$ cat src/rtl/fifo_mem_ctrl.sv
// -----------------------------------------------------------------------------
// fifo_mem_ctrl
//
// Initiator-side controller that turns a dual-port 8x4 memory (the responder)
// into a FIFO. Port A of the memory is used only for writes and port B only
// for reads. Occupancy is tracked in a count register and every status flag
// is decoded from it. Overflow and underflow set a sticky error flag that
// only reset clears.
//
// Optional feature macro: FIFO_MEM_CTRL_ALMOST_EN
//   defined   : almost_full  = (count >= ALMOST_FULL_LVL)
//               almost_empty = (count <= ALMOST_EMPTY_LVL)
//   undefined : both outputs tied 0 and no comparators are built.
//
// Ports
//   clk          in   system clock, rising edge
//   reset        in   synchronous active-high reset
//   push         in   write request this cycle
//   data_in      in   entry to write
//   pop          in   read request this cycle
//   data_out     out  popped entry, combinational pass-through of DataOutB
//   valid_out    out  data_out holds a popped entry this cycle
//   full         out  count == depth
//   empty        out  count == 0
//   almost_full  out  see macro above
//   almost_empty out  see macro above
//   error        out  sticky overflow/underflow flag
//   count        out  current occupancy, 0..depth
//   AddrA        out  memory port A address (write pointer)
//   rwA          out  memory port A write enable (1 = write)
//   DataInA      out  memory port A write data
//   AddrB        out  memory port B address (read pointer)
//   rwB          out  memory port B direction, tied to read
//   DataInB      out  memory port B write data, tied 0
//   DataOutB     in   memory port B read data, one cycle after AddrB sampled
// -----------------------------------------------------------------------------
module fifo_mem_ctrl #(
    parameter int DATA_WIDTH       = 4,
    parameter int ADDR_WIDTH       = 3,
    parameter int ALMOST_FULL_LVL  = 6,
    parameter int ALMOST_EMPTY_LVL = 2
) (
    input  logic                  clk,
    input  logic                  reset,
    input  logic                  push,
    input  logic [DATA_WIDTH-1:0] data_in,
    input  logic                  pop,
    output logic [DATA_WIDTH-1:0] data_out,
    output logic                  valid_out,
    output logic                  full,
    output logic                  empty,
    output logic                  almost_full,
    output logic                  almost_empty,
    output logic                  error,
    output logic [ADDR_WIDTH:0]   count,
    output logic [ADDR_WIDTH-1:0] AddrA,
    output logic                  rwA,
    output logic [DATA_WIDTH-1:0] DataInA,
    output logic [ADDR_WIDTH-1:0] AddrB,
    output logic                  rwB,
    output logic [DATA_WIDTH-1:0] DataInB,
    input  logic [DATA_WIDTH-1:0] DataOutB
);

    // Count value meaning "every slot occupied": a one in the MSB only.
    localparam logic [ADDR_WIDTH:0] FULL_CNT = {1'b1, {ADDR_WIDTH{1'b0}}};
    localparam logic [ADDR_WIDTH:0] CNT_ONE  = {{ADDR_WIDTH{1'b0}}, 1'b1};
    localparam logic [ADDR_WIDTH-1:0] PTR_ONE = {{(ADDR_WIDTH-1){1'b0}}, 1'b1};

    logic [ADDR_WIDTH-1:0] wr_ptr_q, wr_ptr_d;
    logic [ADDR_WIDTH-1:0] rd_ptr_q, rd_ptr_d;
    logic [ADDR_WIDTH:0]   count_q,  count_d;
    logic                  valid_q,  valid_d;
    logic                  error_q,  error_d;

    logic push_ok;
    logic pop_ok;

    // ------------------------------------------------------------------
    // Status decode
    // ------------------------------------------------------------------
    assign full  = (count_q == FULL_CNT);
    assign empty = (count_q == '0);

`ifdef FIFO_MEM_CTRL_ALMOST_EN
    assign almost_full  = (count_q >= (ADDR_WIDTH+1)'(ALMOST_FULL_LVL));
    assign almost_empty = (count_q <= (ADDR_WIDTH+1)'(ALMOST_EMPTY_LVL));
`else
    assign almost_full  = 1'b0;
    assign almost_empty = 1'b0;
`endif

    // ------------------------------------------------------------------
    // Accept rules. A push into a full FIFO is still accepted when a pop
    // frees a slot on the same edge. The reverse is not true: popping an
    // empty FIFO is refused even with a concurrent push, since the memory
    // cannot forward the write data to the read port in the same cycle.
    // ------------------------------------------------------------------
    assign pop_ok  = pop & ~empty;
    assign push_ok = push & (~full | pop_ok);

    // ------------------------------------------------------------------
    // Memory interface. The write strobe is masked during reset so that a
    // push asserted alongside reset never corrupts the array.
    // ------------------------------------------------------------------
    assign AddrA   = wr_ptr_q;
    assign rwA     = push_ok & ~reset;
    assign DataInA = data_in;

    assign AddrB   = rd_ptr_q;
    assign rwB     = 1'b0;
    assign DataInB = '0;

    assign data_out  = DataOutB;
    assign valid_out = valid_q;
    assign error     = error_q;
    assign count     = count_q;

    // ------------------------------------------------------------------
    // Next-state logic
    // ------------------------------------------------------------------
    always_comb begin
        // NOTE: every target gets a default first so no path leaves a
        // variable unassigned, which would otherwise infer a latch.
        wr_ptr_d = wr_ptr_q;
        rd_ptr_d = rd_ptr_q;
        count_d  = count_q;

        // Pointers wrap naturally because they are exactly ADDR_WIDTH wide.
        if (push_ok) wr_ptr_d = wr_ptr_q + PTR_ONE;
        if (pop_ok)  rd_ptr_d = rd_ptr_q + PTR_ONE;

        unique case ({push_ok, pop_ok})
            2'b10:   count_d = count_q + CNT_ONE;
            2'b01:   count_d = count_q - CNT_ONE;
            default: count_d = count_q;
        endcase

        // The memory returns the entry at the old rd_ptr one cycle later,
        // so the valid strobe is simply the registered pop acceptance.
        valid_d = pop_ok;

        // Dropped push (overflow) or refused pop (underflow) latch the flag.
        error_d = error_q | (push & ~push_ok) | (pop & empty);
    end

    // ------------------------------------------------------------------
    // State registers
    // ------------------------------------------------------------------
    always_ff @(posedge clk) begin
        // NOTE: non-blocking assignments keep every register sampling the
        // pre-edge values, independent of statement order.
        if (reset) begin
            wr_ptr_q <= '0;
            rd_ptr_q <= '0;
            count_q  <= '0;
            valid_q  <= 1'b0;
            error_q  <= 1'b0;
        end else begin
            wr_ptr_q <= wr_ptr_d;
            rd_ptr_q <= rd_ptr_d;
            count_q  <= count_d;
            valid_q  <= valid_d;
            error_q  <= error_d;
        end
    end

endmodule

$ cat config.mk
export PLATFORM = sky130hd
export DESIGN_NAME = fifo_mem_ctrl
export DESIGN_NICKNAME = d
export VERILOG_FILES = /design/src/rtl/fifo_mem_ctrl.sv
export SDC_FILE = /design/constraint.sdc
export NUM_CORES = 1
export LEC_CHECK = 0
export CAP_MARGIN = 10
export CORE_MARGIN = 4
export CORE_UTILIZATION = 35
export DETAILED_ROUTE_END_ITERATION = 10
export GPL_TIMING_DRIVEN = 0
export HOLD_SLACK_MARGIN = 0.15
export MAX_ROUTING_LAYER = met4
export PLACE_DENSITY = 0.78
export SETUP_SLACK_MARGIN = 0.4
export SLEW_MARGIN = 15
export SYNTH_ARGS = -nofsm -noshare
export SYNTH_HDL_FRONTEND = slang
export SYNTH_SLANG_ARGS = --single-unit
$ cat constraint.sdc
create_clock -name clk -period 2.3 [get_ports clk]
set_input_delay 0.46 -clock clk [delete_from_list [all_inputs] [get_ports clk]]
set_output_delay 0.46 -clock clk [all_outputs]
set_load 0.005 [all_outputs]
==> flow_summary_export.csv <==
group,metric,value,unit
global_routing,grt_max_degree,11,
worst_setup_path,critPathCaptureType,"flip-flop",
synth,synth_edf_count,0,
die,fp-row-count,17,
sta,rsz0062_at_grt,"true",
clocking,cts_hold_buf,0,
worst_setup_path,worst_path_max_delay_cell,"or3_4",
sta,final-setup-viol-count,0,
synth,netlist.top_cell.by_area,"dfxtp_1",
detailed_routing,wl,2250,µm
worst_setup_path,cp.required,2500,ps
cells_and_area,n_antenna_cell,0,
detailed_routing,antenna_left,0,
sta,min_period,2140,ps
synth,synth_top_area_share,29.2,%
detailed_routing,viasPerCell,4.45,
detailed_routing,dr.pass1.iters,4,
clocking,clk_pin_slew,70,ps
die,dieArea,0.00319,mm²
clocking,clock_latency,270,ps
clocking,cts_tree,"built",
worst_setup_path,critPathKind,"reg -> reg",
placement,io_buffer_count,24,
die,initial_utilization,36.9,%
sta,min_period_over_period,93.2,%
global_routing,antenna_found_initial,0,
clocking,cts-root-buf,"clkbuf_4",
sta,hold_ws,485,ps
detailed_routing,detail_route.wl_per_cell,12.4,µm
power_and_ir_drop,leakage,0.720,nW
synth,synth_cell_types,32,
power_and_ir_drop,ir_drop,0.000658,V
sta,fmax,466,MHz
die,die_y,56.5,µm
synth,synth_most_common_cell,"buf_4",
status,status,"complete, no violations",
worst_setup_path,slowest_delay,410,ps
clocking,cts_sinks,12,
synth,syn_area,823,µm²
worst_setup_path,crit_fanout,6,
clocking,clockBufferDepth,2,
sta,final_max_slew_viol_count,0,
worst_setup_path,start_kind,"flip-flop",
cells_and_area,layout.nets,173,
die,io_pins,42,
synth,synthCells,92,
clocking,cts_made_buffers,3,
global_routing,grt_usage,13.8,%
cells_and_area,area_growth,82.8,%
global_routing,gr-total-overflow,0,
detailed_routing,via_count,809,
detailed_routing,drc_errors,0,
power_and_ir_drop,power.total,0.00175,W
sta,hold_viol,0,
global_routing,grt_pass1_wl,3350,µm
global_routing,grt_pass1_vias,783,
die,core,0.00223,mm²
synth,ys_seq_area_share,29.2,%
synth,yosysWarnings,0,
synth,ys_ff_latch,12,
cells_and_area,fillerInstances,168,
min_path,hp-class,"reg -> reg",
worst_setup_path,worst_ep_arrival_time,2350,ps
detailed_routing,drt_iter0_drc,6,
synth,yosys-top-cells-count,"buf_4, nor2_1, dfxtp_1",
placement,hpwl,1390,µm
synth,ys_top_cells_by_area,"dfxtp_1, buf_4, nor2_1",
placement,globalplace.congestion,0.737,
worst_setup_path,crit_chain,"or3_4, o21ai_4, or2_4, inv_4, ha_4, a21oi_4, nor4bb_4, o21bai_1, a31oi_1",
sta,skew,3.53,ps
cells_and_area,drive_above_1_share,48.7,%
synth,syn_avg_cell_area,8.95,µm²
sta,timing.setup.tns,0,ps
run,maxCapViolCount,0,
die,fp.dieW,56.5,µm
synth,synth_top_flop_cell,"dfxtp_1",
clocking,htreeDepth,1,
synth,synth_async_sr_flop_share,0,%
power_and_ir_drop,power.density,1160,mW/mm²
## layout by cell type (no fill, tap or decap), types with 4 or more instances in the layout
cell type and n:
clkdlybuf4s50_1 20, mux2i_1 4, buf_4 40, xor2_1 4
nor2_1 13, buf_6 6, conb_1 7, dfxtp_1 9
## worst max-delay path: cells and delay by family (launching register included)
family / cells / cell delay, ps
adder cells (fa/ha/maj): 1 / 230
AND/OR/NAND/NOR: 3 / 870
flip-flops: 1 / 370
buffers and inverters: 1 / 50
AO/OA/AOI/OAI: 4 / 550
## metal layers
metal / routed length, µm / vias to the layer above / GRT usage, %
li1: - / 406 / -
met1: 951 / 368 / 14.7
met2: 1100 / 33 / 23.3
met3: 180 / 2 / 5.98
met4: 14 / 0 / 4.07
met5: 0 / - / -
## kinds of logic (layout without fill, tap and decap cells)
kind of cell,count (synthesis),after routing,synth area share (%)
other cells,1,7,0.455
xor+xnor,7,7,7.45
compound gates,13,13,14.3
buf+inv,24,80,19.0
fa+ha+maj,5,5,8.51
flops,12,12,29.2
mux,4,4,4.86
simple gates,26,26,16.3
## registers in the layout, indices dropped and copies added (netlist names)
name	cells
valid_out	1
AddrA	3
count	4
AddrB	3
error	1
## power breakdown
group / leakage [nW] / switching (W) / internal, W / total (W)
logic: 0.606 / 0.000495 / 0.000774 / 0.00127
registers: 0.100 / 0.0000674 / 0.000284 / 0.000351
clock network: 0.0138 / 0.0000685 / 0.0000607 / 0.000129
total: 0.720 / 0.000631 / 0.00112 / 0.00175
## path summary, 6_finish.rpt
path                   end      from  cells after the start  slack, ps
hold / removal       error     error                      2        480
hold reg to reg      error     error                      2        480
setup / recovery  count[3]  count[2]                      9        160
setup reg to reg  count[3]  count[2]                      9        160
## repair_timing
item,4_1_cts,5_1_grt
setup buffers,16,13
endpoints found under the setup margin,6,6
pin swaps,15,12
gates resized for setup,27,13
## stage by stage
step                utilization, %  instances  area [µm²]  worst slack [ps]
floorplan                        -         98         881               143
global placement              51.8        150        1160              -105
detailed placement            51.8        150        1160              -124
CTS                           60.8        169        1360               165
global route                  67.4        182        1510              91.1
finish                        67.4        182        1510               155
## cell type report
cell class	instances	area [µm²]	area share [%]
Timing Repair Buffer	53	468	31.1
Inverter	4	17.5	1.16
Buffer	20	155	10.3
Sequential cell	12	249	16.5
Tap cell	28	35.0	2.33
Clock buffer	3	22.5	1.50
Multi-Input combinational cell	62	558	37.1
No activity file was read; power rests on OpenSTA's default activity.
